### src/rtl/uart_pkg.sv
// Shared types and constants for the UART receiver.
// UART_RX_PARITY_EN adds the PARITY state (8E1 frames).
package uart_pkg;

    localparam int UART_DATA_BITS              = 8;
    localparam int UART_CLOCKS_PER_BIT_DEFAULT = 868;

    typedef enum logic [2:0] {
        RX_IDLE      = 3'd0,
        RX_START     = 3'd1,
        RX_DATA      = 3'd2,
`ifdef UART_RX_PARITY_EN
        RX_PARITY    = 3'd3,
`endif
        RX_STOP      = 3'd4,
        RX_WAIT_HIGH = 3'd5
    } uart_rx_state_t;

    // Even parity holds when data plus parity bit carry an even number of ones.
    function automatic logic uart_even_parity_bad(
        input logic [UART_DATA_BITS-1:0] data,
        input logic                      parity_bit
    );
        return ^{data, parity_bit};
    endfunction

endpackage

### src/rtl/uart_rx_sync.sv
// Two-flop synchronizer for an asynchronous input; flops load RESET_VALUE on reset.
module uart_rx_sync #(
    parameter logic RESET_VALUE = 1'b1,
    parameter int   STAGES      = 2
) (
    input  logic i_clock,
    input  logic i_reset,
    input  logic i_async,
    output logic o_sync
);

    logic [STAGES-1:0] stage_reg;

    generate
        for (genvar gi = 0; gi < STAGES; gi++) begin : g_stage
            always_ff @(posedge i_clock) begin
                if (i_reset) begin
                    stage_reg[gi] <= RESET_VALUE;
                end else if (gi == 0) begin
                    stage_reg[gi] <= i_async;
                end else begin
                    stage_reg[gi] <= stage_reg[(gi == 0) ? 0 : gi-1];
                end
            end
        end
    endgenerate

    assign o_sync = stage_reg[STAGES-1];

endmodule

### src/rtl/uart_rx_core.sv
// Oversampling UART receiver (8N1, or 8E1 when UART_RX_PARITY_EN is defined)
// with a single-entry valid/ready output register and one-cycle error pulses.
module uart_rx_core
    import uart_pkg::*;
#(
    parameter int CLOCKS_PER_BIT = UART_CLOCKS_PER_BIT_DEFAULT
) (
    input  logic                      i_clock,
    input  logic                      i_reset,
    input  logic                      i_uart_rx,
    output logic [UART_DATA_BITS-1:0] o_data,
    output logic                      o_data_valid,
    input  logic                      i_data_ready,
    output logic                      o_frame_error,
    output logic                      o_parity_error,
    output logic                      o_overrun
);

    localparam int CW = $clog2(CLOCKS_PER_BIT);
    localparam logic [CW-1:0] HALF_LAST = CW'(CLOCKS_PER_BIT/2 - 1);
    localparam logic [CW-1:0] BIT_LAST  = CW'(CLOCKS_PER_BIT - 1);
    localparam logic [CW-1:0] CNT_ONE   = CW'(1);
    localparam logic [2:0]    LAST_BIT  = 3'(UART_DATA_BITS - 1);

    logic rx_s;

    uart_rx_sync #(
        .RESET_VALUE (1'b1),
        .STAGES      (2)
    ) u_sync (
        .i_clock (i_clock),
        .i_reset (i_reset),
        .i_async (i_uart_rx),
        .o_sync  (rx_s)
    );

    uart_rx_state_t              state_reg;
    logic [CW-1:0]               count_reg;
    logic [2:0]                  bit_idx_reg;
    logic [UART_DATA_BITS-1:0]   shift_reg;
    logic [UART_DATA_BITS-1:0]   data_reg;
    logic                        valid_reg;
    logic                        frame_err_reg;
    logic                        overrun_reg;
`ifdef UART_RX_PARITY_EN
    logic                        parity_bad_reg;
    logic                        parity_err_reg;
`endif

    always_ff @(posedge i_clock) begin
        if (i_reset) begin
            state_reg     <= RX_IDLE;
            count_reg     <= '0;
            bit_idx_reg   <= '0;
            shift_reg     <= '0;
            data_reg      <= '0;
            valid_reg     <= 1'b0;
            frame_err_reg <= 1'b0;
            overrun_reg   <= 1'b0;
`ifdef UART_RX_PARITY_EN
            parity_bad_reg <= 1'b0;
            parity_err_reg <= 1'b0;
`endif
        end else begin
            frame_err_reg <= 1'b0;
            overrun_reg   <= 1'b0;
`ifdef UART_RX_PARITY_EN
            parity_err_reg <= 1'b0;
`endif
            // A delivery later in this block overrides this clear.
            if (valid_reg && i_data_ready) begin
                valid_reg <= 1'b0;
            end

            case (state_reg)
                RX_IDLE: begin
                    count_reg <= '0;
                    if (!rx_s) begin
                        state_reg <= RX_START;
                    end
                end

                RX_START: begin
                    if (count_reg == HALF_LAST) begin
                        count_reg <= '0;
                        if (!rx_s) begin
                            state_reg   <= RX_DATA;
                            bit_idx_reg <= '0;
`ifdef UART_RX_PARITY_EN
                            parity_bad_reg <= 1'b0;
`endif
                        end else begin
                            state_reg <= RX_IDLE;
                        end
                    end else begin
                        count_reg <= count_reg + CNT_ONE;
                    end
                end

                RX_DATA: begin
                    if (count_reg == BIT_LAST) begin
                        count_reg   <= '0;
                        shift_reg   <= {rx_s, shift_reg[UART_DATA_BITS-1:1]};
                        bit_idx_reg <= bit_idx_reg + 3'd1;
                        if (bit_idx_reg == LAST_BIT) begin
`ifdef UART_RX_PARITY_EN
                            state_reg <= RX_PARITY;
`else
                            state_reg <= RX_STOP;
`endif
                        end
                    end else begin
                        count_reg <= count_reg + CNT_ONE;
                    end
                end

`ifdef UART_RX_PARITY_EN
                RX_PARITY: begin
                    if (count_reg == BIT_LAST) begin
                        count_reg      <= '0;
                        parity_bad_reg <= uart_even_parity_bad(shift_reg, rx_s);
                        state_reg      <= RX_STOP;
                    end else begin
                        count_reg <= count_reg + CNT_ONE;
                    end
                end
`endif

                RX_STOP: begin
                    if (count_reg == BIT_LAST) begin
                        count_reg <= '0;
                        if (!rx_s) begin
                            frame_err_reg <= 1'b1;
                            state_reg     <= RX_WAIT_HIGH;
`ifdef UART_RX_PARITY_EN
                        end else if (parity_bad_reg) begin
                            parity_err_reg <= 1'b1;
                            state_reg      <= RX_IDLE;
`endif
                        end else begin
                            state_reg <= RX_IDLE;
                            if (!valid_reg || i_data_ready) begin
                                data_reg  <= shift_reg;
                                valid_reg <= 1'b1;
                            end else begin
                                overrun_reg <= 1'b1;
                            end
                        end
                    end else begin
                        count_reg <= count_reg + CNT_ONE;
                    end
                end

                // A held-low line (break) must return high before a new start is accepted.
                RX_WAIT_HIGH: begin
                    count_reg <= '0;
                    if (rx_s) begin
                        state_reg <= RX_IDLE;
                    end
                end

                default: begin
                    count_reg <= '0;
                    state_reg <= RX_IDLE;
                end
            endcase
        end
    end

    assign o_data        = data_reg;
    assign o_data_valid  = valid_reg;
    assign o_frame_error = frame_err_reg;
    assign o_overrun     = overrun_reg;
`ifdef UART_RX_PARITY_EN
    assign o_parity_error = parity_err_reg;
`else
    assign o_parity_error = 1'b0;
`endif

endmodule

### config.mk
export PLATFORM = sky130hd
export DESIGN_NAME = uart_rx_core
export DESIGN_NICKNAME = d
export VERILOG_FILES = /design/src/rtl/uart_pkg.sv /design/src/rtl/uart_rx_sync.sv /design/src/rtl/uart_rx_core.sv
export SDC_FILE = /design/constraint.sdc
export NUM_CORES = 1
export LEC_CHECK = 0
export ABC_AREA = 0
export BUFFER_PORTS_ARGS = -buffer_cell sky130_fd_sc_hd__buf_4
export CELL_PAD_IN_SITES_DETAIL_PLACEMENT = 1
export CELL_PAD_IN_SITES_GLOBAL_PLACEMENT = 1
export CORE_UTILIZATION = 48
export CTS_CLUSTER_DIAMETER = 100
export CTS_CLUSTER_SIZE = 30
export DETAILED_ROUTE_END_ITERATION = 16
export GPL_TIMING_DRIVEN = 0
export PLACE_DENSITY = 0.9
export SLEW_MARGIN = 15
export SYNTH_ARGS = -nofsm -noshare
export SYNTH_HDL_FRONTEND = slang
export SYNTH_SLANG_ARGS = --single-unit
### constraint.sdc
create_clock -name i_clock -period 4.68 [get_ports i_clock]
set_input_delay 0.234 -clock i_clock [delete_from_list [all_inputs] [get_ports i_clock]]
set_output_delay 0.234 -clock i_clock [all_outputs]
set_load 0.01 [all_outputs]
# Word level (Yosys, flattened, before mapping)
# Cells that the tools add are included.
# classes
addsub	2
eq_ne	14
n_mux	23
bitwise	3
n_reduce_logical	12
# ops
operator	n
$mux W3	10
$mux W10	2
$pmux W10 S2	1
$pmux W3 S5	1
$ne A2 B2 Y1 const B	6
$add A10 B1 Y10 const B	1
$eq A10 B10 Y1 const B	1
$eq A10 B9 Y1 const B	1
$eq A3 B3 Y1 const B	3
$reduce_and A4 Y1	2
$mux W1	7
$pmux W3 S2	1
$reduce_and A6 Y1	1
$reduce_or A4 Y1	1
$add A3 B1 Y3 const B	1
$eq A3 B1 Y1 const B	1
$eq A3 B2 Y1 const B	1
$logic_not A3 Y1	1
$not A1 Y1	3
$reduce_or A3 Y1	1
$mux W2	1
$ne A2 B1 Y1 const B	1
$reduce_and A2 Y1	1
$reduce_bool A2 Y1	1
other kinds (4)	4
# word_totals
regBits	37
out_inout_bits	12
elab_cells	64

# Longest topological paths before layout
# depth
word_depth	6
mapped_depth	7
depth_no_buf	7

# By module
# Synthesis repeated with hierarchy kept, for this count alone.
# hier_totals
cells_unflattened	158
area_unflattened_um2	1589.0
# modules_own_cells
mod	n_inst	cells_per_inst	area_per_inst_um2	seq_area_each_um2
uart_rx_core	1	154	1536.5	700.7
uart_rx_sync	1	4	52.6	40.0

# Worst setup path before layout
# OpenSTA, ideal clock, no wires.
# synth_path
kind	flip-flop to flip-flop
from	register count_reg[0]
to	register bit_idx_reg[0]
setup_time_ps	121
arrival_time_ps	1491
setup_slack_ps	3069
stages_incl_launch_ff	8
period_less_slack_ps	1611
cell_sequence	dfxtp_1 > ha_1 > and4bb_1 > and2_4 > nand4_1 > buf_4 > nor2_1 > mux2_2
# synth_via
elab_chain_cells	3
# synth_lines
item	line_no	text
from (decl)	uart_rx_core.sv:38	logic [CW-1:0] count_reg;
from (signal assigned)	uart_rx_core.sv:96	count_reg <= count_reg + CNT_ONE;
from (signal assigned)	uart_rx_core.sv:113	count_reg <= count_reg + CNT_ONE;
from (signal assigned)	uart_rx_core.sv:150	count_reg <= count_reg + CNT_ONE;
$eq A10 B10 Y1 or $eq A10 B9 Y1 (tied branches)	uart_rx_core.sv:101, uart_rx_core.sv:84	
$ne A2 B2 Y1 (no source line)	-	
$reduce_and A4 Y1 (no source line) (*)	-	
to (signal assigned)	uart_rx_core.sv:104	bit_idx_reg <= bit_idx_reg + 3'd1;
to (decl)	uart_rx_core.sv:39	logic [2:0] bit_idx_reg;
# Every way passes the cells marked *; elsewhere a longest branch is shown, timed or not.
# A chain may end at the register's enable or synchronous reset.

# Worst setup path after layout
# layout_path
from	register count_reg[0]
to	register count_reg[8]
# layout_via
elab_chain_cells	3
# layout_lines
item	line_no	text
$add A10 B1 Y10, or another cell as far along	uart_rx_core.sv:96, uart_rx_core.sv:113, uart_rx_core.sv:150	
$mux W10 (on tied branches)	uart_rx_core.sv:101, uart_rx_core.sv:130, uart_rx_core.sv:84	
$pmux W10 S2 (*)	uart_rx_core.sv:75	case (state_reg)
# Marks and branches as above.

==> qor.csv <==
stage;metric;value;unit
outcome;outcome;finished clean;
worst_setup_path;critPathKind;reg -> reg;
synthesis;yosys.area.top_type;dfxtp_1;
synthesis;synth_nets;175;
worst_setup_path;crit_fanout;10;
clock_network;cts_setup_buffers;0;
die;die_h;60.1;microns
clock_network;clock_latency;0.35;ns
synthesis;synth_seq_area_share;0.457;
timing;setup_ws;2.76;ns
worst_setup_path;endpoint_kind;flop;
clock_network;cts.sinks;37;
power;p_int;0.441;mW
power;ir_worst_vdd;246;uV
synthesis;synthCells;167;
grt;grt_pass1_vias;1327;
worst_setup_path;arrival;2.19;ns
worst_setup_path;rrSetupSlack;2.76;ns
power;comb_power_share;0.051;
clock_network;clock_path_buffers;2;
place;io_buffers;13;
clock_network;hold_buffers;0;
grt;antenna_found_initial;0;
cells_and_area;post-route-util;0.593;
worst_setup_path;path_depth;6;
synthesis;avgSynthCellArea;9.70;sq um
power;power_switching;0.129;mW
die;die_area;0.00361;sq mm
die;dieWidth;60.1;microns
route;totalWireLength;3.80;mm
power;power_density;307;mW/mm^2
clock_network;cts_tree;yes;
die;initial_core_util;0.518;
worst_setup_path;start_kind;flop;
timing;rsz0062_at_grt;no;
timing;finalHoldViolations;0;
cells_and_area;nets;195;
place;dpl_worst_slack;2.85;ns
route;wl_per_cell;16.4;microns
grt;grt_pass1_wl;6.18;mm
worst_hold_path;hold_class;in -> reg;
route;drc;0;
synthesis;ys_ff_latch;37;
power;swShare;0.226;
grt;grt_max_degree;14;
route;first_pass_iters;4;
worst_setup_path;critPathMaxStageDelay;0.39;ns
clock_network;htree_levels;2;
worst_setup_path;crit_slowest_cell;o31ai_1;
cells_and_area;largest_reg_flops;10;
timing;period_minus_slack;1.92;ns
timing;fin_crit_sh;0.410;
power;total_power;0.570;mW
worst_setup_path;worstPathCellList;ha_1 > and4bb_1 > and2_4 > o31ai_1 > o21ai_2 > nor2_1;
worst_setup_path;required;4.95;ns
synthesis;synth_top_area_share;0.457;
synthesis;async_reset_ff_frac;0;
synthesis;ys_top_cells_by_area;dfxtp_1, mux2i_1, nor2_1, ha_1, xnor2_1;
timing;whs;0.0705;ns
worst_setup_path;critical_path.top_delay_family;simple AND/OR/NAND/NOR gates;
job;cap_violations;0;
route;drt-initial-drc-count;47;
clock_network;cts_root_buf;clkbuf_4;
clock_network;clk_pin_slew_worst_paths;0.11;ns
grt;track_usage;0.244;
clock_network;numCtsBuffers;5;
power;pwr-share-seq;0.559;
route;final_antenna_net_count;0;
power;clkPwrFrac;0.390;
place;placed_area;0.00177;sq mm
worst_setup_path;cp_num_buf_inv;0;
place;dp_cells;224;
timing;clock-skew-final;0.0159;ns
timing;setup_viol;0;
route;num_vias;1287;
timing;fin_setup_tns;0;ns
timing;drv_slew;0;
die;ios;16;
cells_and_area;drive_gt1_frac;0.181;
clock_network;post_cts_resized;0;
cells_and_area;antenna_cells;0;
synthesis;ys.flop_type;dfxtp_1;
synthesis;yosysUniqueCellTypes;42;
die;core.rowCount;20;
cells_and_area;syn2layout_area_growth;14.4;%
cells_and_area;design_area;0.00185;sq mm
timing;fmax;522;MHz
synthesis;netlist_area;0.00162;sq mm
place;gp_congestion;0.819;
place;post-dp-hpwl;2.71;mm
synthesis;synth_edf_count;0;
worst_hold_path;hold_depth;2;
grt;grt-ovfl-total;0;
cells_and_area;layoutNonFillerInstCount;232;
synthesis;yosysWarnings;0;
route;routed_via_density;5.55;
power;cellLeakagePower;0.771;nW
worst_setup_path;worst-r2r-cell-count;6;
die;core;0.00313;sq mm
==> power groups by stage <==
stage	Combinational (mW)	Clock, mW	Sequential, mW
floorplan	0.0210	0	0.325
global placement	0.0273	0	0.326
detailed placement	0.0283	0	0.326
CTS	0.0289	0.229	0.319
global route	0.0314	0.238	0.319
finish	0.0291	0.222	0.319
==> cells in the final DEF, fill, tap and decap left out, types with 3 or more instances in the layout <==
cell / n
a21oi_1: 4
buf_4: 15
buf_6: 3
clkbuf_1: 3
clkbuf_4: 5
dfxtp_1: 37
ha_1: 4
mux2i_1: 16
nand2_1: 7
nand4_1: 4
nor2_1: 33
nor2b_1: 3
nor3_1: 3
o31ai_1: 3
xnor2_1: 5
xor2_1: 5
==> metal layers <==
metal / vias to the layer above / share of wire / track usage
li1: 618 / - / -
met1: 639 / 0.40 / 0.263
met2: 21 / 0.55 / 0.441
met3: 9 / 0.032 / 0.0736
met4: 0 / 0.021 / 0.0897
met5: - / 0 / 0
==> cell type report <==
type,count,area [sq um]
clock buffers,5,37.5
inverters,2,7.51
fillers,363,1270
flip-flops and latches,37,741
well taps,44,55.1
multi-input cells,119,807
repair buffers,13,97.6
plain buffers,9,65.1
clock inverters,3,43.8
==> cell families (layout without fill, tap and decap cells) <==
family | count (synthesis) | count (layout) | synth area share
AND/OR/NAND/NOR | 71 | 71 | 0.233
flip-flops | 37 | 37 | 0.457
multiplexers | 17 | 17 | 0.106
AO/OA/AOI/OAI | 16 | 16 | 0.0718
buffers and inverters | 11 | 32 | 0.0448
XOR/XNOR | 10 | 10 | 0.0541
adder cells (fa/ha/maj) | 4 | 4 | 0.0309
other | 1 | 1 | 0.00231
==> worst paths after layout <==
kind	from	end
min	i_uart_rx	u_sync.stage_reg[0]
max reg2reg	count_reg[0]	count_reg[8]
max	count_reg[0]	count_reg[8]
min reg2reg	u_sync.stage_reg[0]	u_sync.o_sync
==> synth_stat cells (2+ instances only) <==
library cell and instances:
a21oi_1 4, a22o_1 2, and3_1 2, and4b_1 2, buf_4 2, buf_6 3, clkbuf_1 3, dfxtp_1 37
ha_1 4, inv_1 2, mux2i_1 16, nand2_1 7, nand3_1 2, nand4_1 4, nor2_1 33, nor2b_1 3
nor3_1 3, o31ai_1 3, or2_2 2, or3b_1 2, or4_1 2, xnor2_1 5, xor2_1 5
Note: power is estimated with default switching activity, not from simulation.
